## src/rtl/viol_handler.sv

```systemverilog
// -----------------------------------------------------------------------------
// viol_handler
//
// Captures the first memory-access violation reported by the access checker.
// On a capture it logs the faulting data address and PC, counts the event,
// raises a sticky interrupt flag, and holds the CPU in reset for RST_CYCLES
// mclk cycles. The log lives in a small peripheral register block. Only
// trusted code, running while in_safe_area is high, can modify these
// registers.
//
// Parameters
//   BASE_ADDR    peripheral word base address; registers at BASE_ADDR+0..+3
//   RST_CYCLES   CPU reset hold length in mclk cycles (2..255)
//
// Ports
//   mclk          single clock, rising edge
//   por           asynchronous active-high power-on reset; independent of
//                 cpu_rst_req so that the log survives CPU resets
//   viol_req      violation request from the memory-access checker
//   viol_addr     data address at the violation
//   viol_pc       instruction address at the violation
//   in_safe_area  high while trusted code executes
//   per_en        peripheral access enable
//   per_we        byte write enables; any nonzero value is a full-word write
//   per_addr      peripheral word address
//   per_din       peripheral write data
//   per_dout      peripheral read data; 0 when not selected or on a write
//   cpu_rst_req   registered CPU reset request, high while in HOLD
//   viol_irq      level interrupt equal to STATUS.VIOL
//
// Register map (word offsets)
//   0 STATUS  bit0 VIOL (sticky, write-1-to-clear), bit1 BUSY (read-only),
//             bit2 live in_safe_area (read-only)
//   1 ADDR    captured data address (read-only)
//   2 PC      captured instruction address (read-only)
//   3 COUNT   saturating violation count; any write clears it
// -----------------------------------------------------------------------------
module viol_handler #(
  parameter logic [13:0] BASE_ADDR  = 14'h0090,
  parameter int          RST_CYCLES = 16
) (
  input  logic        mclk,
  input  logic        por,
  input  logic        viol_req,
  input  logic [15:0] viol_addr,
  input  logic [15:0] viol_pc,
  input  logic        in_safe_area,
  input  logic        per_en,
  input  logic [1:0]  per_we,
  input  logic [13:0] per_addr,
  input  logic [15:0] per_din,
  output logic [15:0] per_dout,
  output logic        cpu_rst_req,
  output logic        viol_irq
);

  typedef enum logic [1:0] {
    IDLE    = 2'd0,
    HOLD    = 2'd1,
    RELEASE = 2'd2
  } state_t;

  // The counter runs RST_CYCLES-1 down to 0, so HOLD lasts RST_CYCLES cycles.
  localparam logic [7:0]  HOLD_LOAD = 8'(RST_CYCLES - 1);
  localparam logic [15:0] COUNT_MAX = 16'hFFFF;

  // Reduction parity over a data word.
  function automatic logic parity15(input logic [14:0] d);
    return ^d;
  endfunction

  state_t      state_r;
  state_t      state_nxt_s;
  logic [7:0]  hold_cnt_r;
  logic [7:0]  hold_cnt_nxt_s;
  logic        capture_s;
  logic        rst_req_r;
  logic        viol_r;
  logic [15:0] addr_r;
  logic [15:0] pc_r;
  logic [15:0] count_r;

  logic [13:0] offset_s;
  logic        sel_s;
  logic        wr_s;
  logic        wr_status_s;
  logic        wr_count_s;
  logic        busy_s;
  logic [15:0] rd_data_s;

  // Only bit 0 of the write data is meaningful (W1C on STATUS). The other
  // bits are folded here so that they are visibly consumed.
  logic        unused_din_s;
  assign unused_din_s = parity15(per_din[15:1]);

  // Next-state and hold-counter logic. A capture is accepted only in IDLE,
  // so the first fault of a reset episode is preserved.
  always_comb begin
    state_nxt_s    = state_r;
    hold_cnt_nxt_s = hold_cnt_r;
    capture_s      = 1'b0;
    case (state_r)
      IDLE: begin
        if (viol_req) begin
          capture_s      = 1'b1;
          hold_cnt_nxt_s = HOLD_LOAD;
          state_nxt_s    = HOLD;
        end else begin
          state_nxt_s    = IDLE;
        end
      end
      HOLD: begin
        if (hold_cnt_r == 8'd0) begin
          state_nxt_s    = RELEASE;
        end else begin
          hold_cnt_nxt_s = hold_cnt_r - 8'd1;
        end
      end
      RELEASE: begin
        state_nxt_s = IDLE;
      end
      default: begin
        state_nxt_s    = IDLE;
        hold_cnt_nxt_s = 8'd0;
      end
    endcase
  end

  // State register, hold counter and the registered CPU reset request.
  // por clears rst_req_r asynchronously, so the CPU reset drops at once.
  always_ff @(posedge mclk or posedge por) begin
    if (por) begin
      state_r    <= IDLE;
      hold_cnt_r <= 8'd0;
      rst_req_r  <= 1'b0;
    end else begin
      state_r    <= state_nxt_s;
      hold_cnt_r <= hold_cnt_nxt_s;
      rst_req_r  <= (state_nxt_s == HOLD);
    end
  end

  // Address decode. The unsigned offset is below 4 only inside the window.
  assign offset_s    = per_addr - BASE_ADDR;
  assign sel_s       = per_en & (offset_s < 14'd4);
  assign wr_s        = sel_s & (|per_we) & in_safe_area;
  assign wr_status_s = wr_s & (offset_s[1:0] == 2'd0);
  assign wr_count_s  = wr_s & (offset_s[1:0] == 2'd3);
  assign busy_s      = (state_r != IDLE);

  // Violation log registers. A capture takes priority over a W1C to VIOL.
  // A capture that coincides with a COUNT clear leaves COUNT at 1.
  always_ff @(posedge mclk or posedge por) begin
    if (por) begin
      viol_r  <= 1'b0;
      addr_r  <= 16'h0000;
      pc_r    <= 16'h0000;
      count_r <= 16'h0000;
    end else begin
      if (capture_s) begin
        viol_r <= 1'b1;
        addr_r <= viol_addr;
        pc_r   <= viol_pc;
        if (wr_count_s) begin
          count_r <= 16'h0001;
        end else if (count_r != COUNT_MAX) begin
          count_r <= count_r + 16'h0001;
        end else begin
          count_r <= count_r;
        end
      end else begin
        if (wr_status_s && per_din[0]) begin
          viol_r <= 1'b0;
        end else begin
          viol_r <= viol_r;
        end
        if (wr_count_s) begin
          count_r <= 16'h0000;
        end else begin
          count_r <= count_r;
        end
      end
    end
  end

  // Combinational read mux. It returns 0 when the block is not selected or
  // when the access is a write.
  always_comb begin
    rd_data_s = 16'h0000;
    if (sel_s && (per_we == 2'b00)) begin
      case (offset_s[1:0])
        2'd0:    rd_data_s = {13'h0000, in_safe_area, busy_s, viol_r};
        2'd1:    rd_data_s = addr_r;
        2'd2:    rd_data_s = pc_r;
        2'd3:    rd_data_s = count_r;
        default: rd_data_s = 16'h0000;
      endcase
    end else begin
      rd_data_s = 16'h0000;
    end
  end

  assign per_dout    = rd_data_s;
  assign cpu_rst_req = rst_req_r;
  assign viol_irq    = viol_r;

endmodule

```

## config.mk

```make
export PLATFORM = sky130hd
export DESIGN_NAME = viol_handler
export DESIGN_NICKNAME = d
export VERILOG_FILES = /design/src/rtl/viol_handler.sv
export SDC_FILE = /design/constraint.sdc
export NUM_CORES = 1
export LEC_CHECK = 0
export BUFFER_PORTS_ARGS = -buffer_cell sky130_fd_sc_hd__buf_2
export CORE_ASPECT_RATIO = 0.7
export CORE_MARGIN = 5
export CORE_UTILIZATION = 35
export CTS_BUF_LIST = sky130_fd_sc_hd__clkbuf_4 sky130_fd_sc_hd__clkbuf_8 sky130_fd_sc_hd__clkbuf_16
export CTS_CLUSTER_SIZE = 24
export DETAILED_ROUTE_END_ITERATION = 6
export GPL_TIMING_DRIVEN = 0
export PLACE_DENSITY = 0.64
export SLEW_MARGIN = 0
export SYNTH_ARGS = -nofsm -noshare
export SYNTH_HDL_FRONTEND = slang
export SYNTH_SLANG_ARGS = --single-unit
```

## constraint.sdc

```tcl
create_clock -name mclk -period 2.5 [get_ports mclk]
set_clock_uncertainty 0.2 [all_clocks]
set_input_delay 0 -clock mclk [delete_from_list [all_inputs] [get_ports mclk]]
set_output_delay 0 -clock mclk [all_outputs]
set_load 0.01 [all_outputs]
```

==> reports/results.tsv, run 1 <==
stage	metric	value	unit
setup_path	end_kind	flip-flop	
sta	fin_hold_ws	0.0459	ns
sta	max_freq	0.426	GHz
sta	worst_slew_pin_slew	0.645	ns
synth	syn-num-nets	441	
drt	dr_total_vias	3135	
clock_network	cts_root_buf	clkbuf_16	
drt	viasPerCell	5.05	
setup_path	critPathArrivalTime	2.37	ns
cells_and_area	layout.nets	563	
global_route	grt.overflow.total	0	
drt	dr_wl_met2	4290	um
clock_network	clock_sinks	60	
clock_network	cts_tree	done	
synth	async_flop_share	1.00	
synth	synth_area	3260	sq um
synth	synth.area.top_cells	dfrtp_1, nand2_1, mux2_2	
setup_path	path_max_fanout	6	
clock_network	numCtsBuffers	9	
cells_and_area	drive_above_1_share	0.236	
sta	finalCritPeriodShare	0.938	
drt	avgRoutedWirePerCell	15.2	um
synth	yosysUniqueCellTypes	52	
clock_network	clk_latency	0.33	ns
floorplan	core	9070	sq um
power_and_ir_drop	p_leak	2.13	nW
floorplan	pin_count	87	
clock_network	clk_pin_slew	0.05	ns
drt	drtPass1Iterations	4	
setup_path	path_cells	ha_2, nand3_1, nor4_4, nor2_1, or2_2, a31o_1	
drt	dr.max_layer_used	met4	
sta	hold_viol_final	0	
setup_path	startpoint_type	flip-flop	
global_route	grt.total_usage	0.176	
place	dp_hpwl	6880	um
drt	wl_met3	517	um
sta	rsz0062_at_grt	no	
setup_path	max_stage_delay	0.46	ns
sta	finalCriticalPeriod	2.35	ns
synth	seq_area_frac_synth	0.461	
cells_and_area	multi_input_area	1640	sq um
cells_and_area	area_delta_synth_final	38.3	%
drt	drc_errors	0	
cells_and_area	register_area	1500	sq um
clock_network	clock_path_buffers	2	
global_route	grt_pass1_vias	3161	
hold_path	hold-path-cell-count	5	
setup_path	cp_slowest_cell	nor4_4	
drt	wl_met1	4540	um
setup_path	ff2ff_path_depth	6	
place	numPortBuffers	71	
power_and_ir_drop	vdd.ir_drop.worst	0.520	mV
synth	syn_area_per_cell	8.83	sq um
setup_path	crit_required	2.53	ns
floorplan	rows	29	
status	outcome	completed	
hold_path	holdCritPathClass	input port to flip-flop	
floorplan	die_y	90.7	um
synth	synth_top_area_frac	0.461	
synth	yosysWarnings	0	
sta	drv_slew	0	
clock_network	h-tree-depth	3	
global_route	grt_pass1_wl	16000	um
global_route	grt_max_degree	38	
sta	relSlewSlack	0.570	
drt	postRouteAntennaNets	0	
sta	setup_viol	0	
setup_path	path_class	flip-flop to flip-flop	
cells_and_area	fin_util	0.497	
sta	tns	0	ns
synth	synth_ff_type	dfrtp_1	
flow_run	drv_cap	0	
floorplan	die-area	11400	sq um
drt	wirelength	9460	um
place	gp_congestion	0.845	
global_route	antenna_found_initial	1	
synth	synth_seq_cells	60	
synth	synthCells	369	
synth	synth_edf_count	0	
drt	drt_iter0_drc	234	
cells_and_area	n_fill_cell	857	
floorplan	initial_core_util	0.359	
floorplan	chipWidth	125	um
power_and_ir_drop	power_density	886	nW/um^2
synth	yosysTopAreaCell	dfrtp_1	
[layer usage]
| metal | GRT usage | vias up |
|---|---|---|
| met5 | 0 | - |
| met1 | 0.244 | 1506 |
| li1 | - | 1525 |
| met4 | 0.0569 | 0 |
| met2 | 0.261 | 91 |
| met3 | 0.0556 | 13 |
[cells in the mapped netlist (2+ instances only)]
| master | n |
|---|---|
| buf_1 | 2 |
| a22o_1 | 3 |
| xnor2_1 | 13 |
| nor2_1 | 35 |
| dfrtp_1 | 60 |
| o21ai_0 | 10 |
| mux4_2 | 2 |
| o2111ai_1 | 2 |
| or3_1 | 2 |
| inv_1 | 10 |
| and4_1 | 3 |
| nand4_1 | 6 |
| nor4_1 | 5 |
| ha_1 | 3 |
| buf_6 | 2 |
| or2_2 | 3 |
| nor2b_1 | 3 |
| nor3b_1 | 2 |
| and2_1 | 4 |
| o41ai_1 | 2 |
| mux2i_1 | 2 |
| nand3_1 | 5 |
| a22oi_1 | 13 |
| o211ai_1 | 2 |
| mux2_2 | 13 |
| and3_1 | 2 |
| clkbuf_1 | 12 |
| a21oi_1 | 3 |
| nand2_1 | 111 |
| nor3_1 | 9 |
| or4_1 | 4 |
[worst max-delay path, delay by kind of cell, from the launching register on]
| family | cells | cell delay [ns] |
|---|---|---|
| adders and majority gates | 1 | 0.26 |
| and+or+nand+nor | 4 | 1.16 |
| AOI/OAI and AO/OA | 1 | 0.21 |
| DFF | 1 | 0.40 |
[cell families after synthesis]
group | Yosys count | synth area share
adders and majority gates | 3 | 0.0115
xor gates and xnor gates | 13 | 0.0349
DFF | 60 | 0.461
muxes | 17 | 0.0649
AOI/OAI and AO/OA | 49 | 0.112
buffers and inverters | 27 | 0.0361
and+or+nand+nor | 200 | 0.280
[registers in the layout, summed over array words and instances (netlist names)]
register	flops
addr_r	16
count_r	16
pc_r	16
hold_cnt_r	8
state_r	2
cpu_rst_req	1
viol_irq	1
[what timing repair did]
action / CTS / global route
hold buffers: 37 / 0
setup endpoints to repair: 0 / 4
resized for setup: 0 / 1
setup buffers: 0 / 2
endpoints found under the hold margin: 94 / 0
[stage by stage]
step / setup WS, ns / cells / cell area (sq um) / total power [mW]
global route: 0.0580 / 621 / 4510 / 4.29
detailed placement: 0.0843 / 565 / 3790 / 2.59
CTS: 0.0749 / 618 / 4490 / 4.01
floorplan: 0.340 / 369 / 3260 / 2.27
finish: 0.154 / 621 / 4510 / 3.99
global placement: 0.000720 / 564 / 3770 / 2.54
[cells in the final DEF, fill, tap and decap left out, types with 4 or more instances in the layout]
cell type,synthesis,final
nand4_1,6,6
inv_1,10,9
a22oi_1,13,13
dlygate4sd3_1,0,37
mux2_2,13,13
buf_2,1,72
nor3_1,9,9
dfrtp_1,60,60
clkbuf_16,0,9
and2_1,4,4
nand3_1,5,5
xnor2_1,13,13
nand2_1,111,111
or4_1,4,4
nor4_1,5,5
nor2_1,35,35
clkbuf_1,12,12
o21ai_0,10,10
[where the power goes]
group	internal, mW	total [mW]	switching, mW	leakage, nW
logic	0.472	1.06	0.586	1.21
registers	1.33	1.57	0.249	0.760
clock network	0.919	1.36	0.441	0.160
[layout make-up]
cell class                 count  area share
timing repair buffer         111       0.169
buffer                        17      0.0178
clock buffer                  12      0.0564
multi-input combinational    282       0.365
tap                          124      0.0344
sequential                    60       0.333
antenna                        1    0.000555
inverter                      10     0.00833
clock inverter                 4      0.0161
[path summary, 6_finish.rpt]
check,start,to,slack [ns]
min in group asynchronous,por,addr_r[1],0.06
hold / removal,per_addr[3],count_r[4],0.05
hold reg to reg,pc_r[8],pc_r[8],0.27
setup / recovery,count_r[0],count_r[9],0.15
max in group asynchronous,por,addr_r[15],1.45
setup reg to reg,count_r[0],count_r[9],0.15
(Power assumes the default switching activity.)
==> run 2, diff against run 1 <==
- ABC_AREA: not set -> 1
- CAP_MARGIN: not set -> 10
==> run 2 against run 1 <==
Non-clock buffer count decreased by 9. Via count increased by 6.5%. Critical path depth unchanged. Power increased by 4.2%. Worst hold slack got worse by 0.026 ns.
==> reports/results.tsv, run 2 <==
stage	metric	value	unit
setup_path	r2r_start	count_r[1]	
cells_and_area	drive_above_1_share	0.209	
global_route	grt_pass1_vias	3403	
place	gp_congestion	0.815	
power_and_ir_drop	power_density	914	nW/um^2
drt	drtPass1Iterations	4	
setup_path	path_class	flip-flop to flip-flop	
power_and_ir_drop	p_leak	2.36	nW
sta	drv_slew	0	
clock_network	clock_path_buffers	2	
synth	syn_area_per_cell	7.35	sq um
global_route	grt_pass1_wl	16300	um
sta	hold_viol_final	0	
floorplan	pin_count	87	
synth	synth.area.top_cells	dfrtp_1, nand2_1, inv_1	
sta	fin_hold_ws	0.0202	ns
cells_and_area	n_fill_cell	927	
global_route	antenna_found_initial	0	
global_route	grt.overflow.total	0	
global_route	grt.total_usage	0.173	
drt	wirelength	9530	um
power_and_ir_drop	vdd.ir_drop.worst	0.443	mV
hold_path	holdCritPathClass	input port to async pin	
synth	synth_top_area_frac	0.453	
synth	synth_edf_count	0	
synth	synth_ff_type	dfrtp_1	
flow_run	drv_cap	0	
cells_and_area	final_common_cell	nand2_1	
drt	dr_total_vias	3339	
synth	yosys-top-cells-count	nand2_1, dfrtp_1, inv_1	
clock_network	clock_sinks	60	
drt	drt_iter0_drc	163	
power_and_ir_drop	finalPower	4.16	mW
floorplan	die-area	11500	sq um
synth	yosysWarnings	0	
global_route	grt_max_degree	43	
synth	syn-num-nets	523	
cells_and_area	layout.nets	642	
synth	synth.most_common_cell	nand2_1	
drt	avgRoutedWirePerCell	13.6	um
sta	max_freq	0.521	GHz
setup_path	r2r_slack	0.58	ns
sta	finalCritPeriodShare	0.767	
synth	synth_seq_cells	60	
drt	postRouteAntennaNets	0	
floorplan	rows	29	
synth	seq_area_frac_synth	0.453	
cells_and_area	largestRegisters	addr_r: 16 flops, count_r: 16 flops, pc_r: 16 flops	
clock_network	cts_tree	done	
clock_network	cts_root_buf	clkbuf_16	
clock_network	numCtsBuffers	9	
setup_path	startpoint_type	flip-flop	
status	outcome	completed	
synth	yosysTopAreaCell	dfrtp_1	
synth	synth_area	3310	sq um
clock_network	cts_setup_buffers	0	
setup_path	ff2ff_path_depth	6	
setup_path	critPathArrivalTime	1.94	ns
setup_path	end_kind	flip-flop	
setup_path	r2r_end	count_r[14]	
synth	yosysUniqueCellTypes	36	
cells_and_area	post-route-cell-area	4550	sq um
floorplan	core	9140	sq um
clock_network	clk_latency	0.34	ns
floorplan	initial_core_util	0.362	
floorplan	die_y	91.4	um
sta	worst_slew_pin_slew	0.529	ns
cells_and_area	stdcell_count	699	
cells_and_area	final_cell_mix	nand2_1, buf_2, dfrtp_1, inv_1, nor2_1	
drt	viasPerCell	4.78	
place	place_area	3840	sq um
clock_network	clk_pin_slew	0.05	ns
sta	finalCriticalPeriod	1.92	ns
clock_network	h-tree-depth	3	
setup_path	path_max_fanout	5	
synth	async_flop_share	1.00	
floorplan	chipWidth	126	um
sta	rsz0062_at_grt	no	
drt	drc_errors	0	
clock_network	cts_resized	0	
cells_and_area	diodes	0	
place	numPortBuffers	71	
synth	synthCells	451	
cells_and_area	area_delta_synth_final	37.4	%
cells_and_area	fin_util	0.498	
sta	setup_viol	0	
place	placed_cells	647	
setup_path	crit_required	2.52	ns
sta	relSlewSlack	0.647	
place	dp_hpwl	6900	um
## run 2: what timing repair did
| action | CTS | global route |
|---|---|---|
| hold buffers | 36 | 0 |
| endpoints found under the setup margin | 0 | 0 |
| hold endpoints to repair | 94 | 0 |
## run 2: cells by family after synthesis
logic type | share of synthesized area
AO/OA/AOI/OAI | 0.118
buffers and inverters | 0.0842
XOR/XNOR | 0.00529
adder cells (fa/ha/maj) | 0.0113
flip-flops | 0.453
AND/OR/NAND/NOR | 0.328
## run 2: cell type report
type                       instances  area [sq um]  area share
sequential                        60          1500       0.330
timing repair buffer             108           736       0.162
buffer                            11          53.8      0.0118
inverter                          60           225      0.0495
clock buffer                       9           225      0.0495
multi-input combinational        320          1530       0.337
clock inverter                     7           124      0.0272
tap                              124           155      0.0341
## run 2: worst max path at each step
stage | startpoint | end | depth (start not counted)
finish | count_r[1] | count_r[14] | 6
global route | count_r[1] | count_r[10] | 6
CTS | count_r[1] | count_r[14] | 6
detailed placement | count_r[1] | count_r[14] | 6
global placement | por | addr_r[11] | 2
floorplan | por | addr_r[0] | 1
## run 2: critical path, stage by stage, from the launching register on
cell,delay (ns)
dfrtp_1,0.42
ha_1,0.29
nand4_4,0.16
nor3_1,0.38
nand3_1,0.12
o21ai_0,0.17
a21oi_1,0.06
## run 2: per-layer routing
metal | wire, um | global-route usage
met3 | 566 | 0.0340
met1 | 4290 | 0.232
met4 | 181 | 0.0625
met2 | 4490 | 0.279
met5 | 0 | 0
## run 2: stage by stage
stage / setup WS, ns / setup TNS (ns)
2_1_floorplan: 0.815 / 0
3_3_place_gp: -0.0463 / -2.55
3_5_place_dp: 0.651 / 0
4_1_cts: 0.592 / 0
5_1_grt: 0.374 / 0
6_report: 0.581 / 0
## run 2: power breakdown
part	leakage (nW)	internal, mW	switching (mW)
clock	0.166	0.979	0.473
sequential	0.704	1.35	0.276
combinational	1.49	0.437	0.651
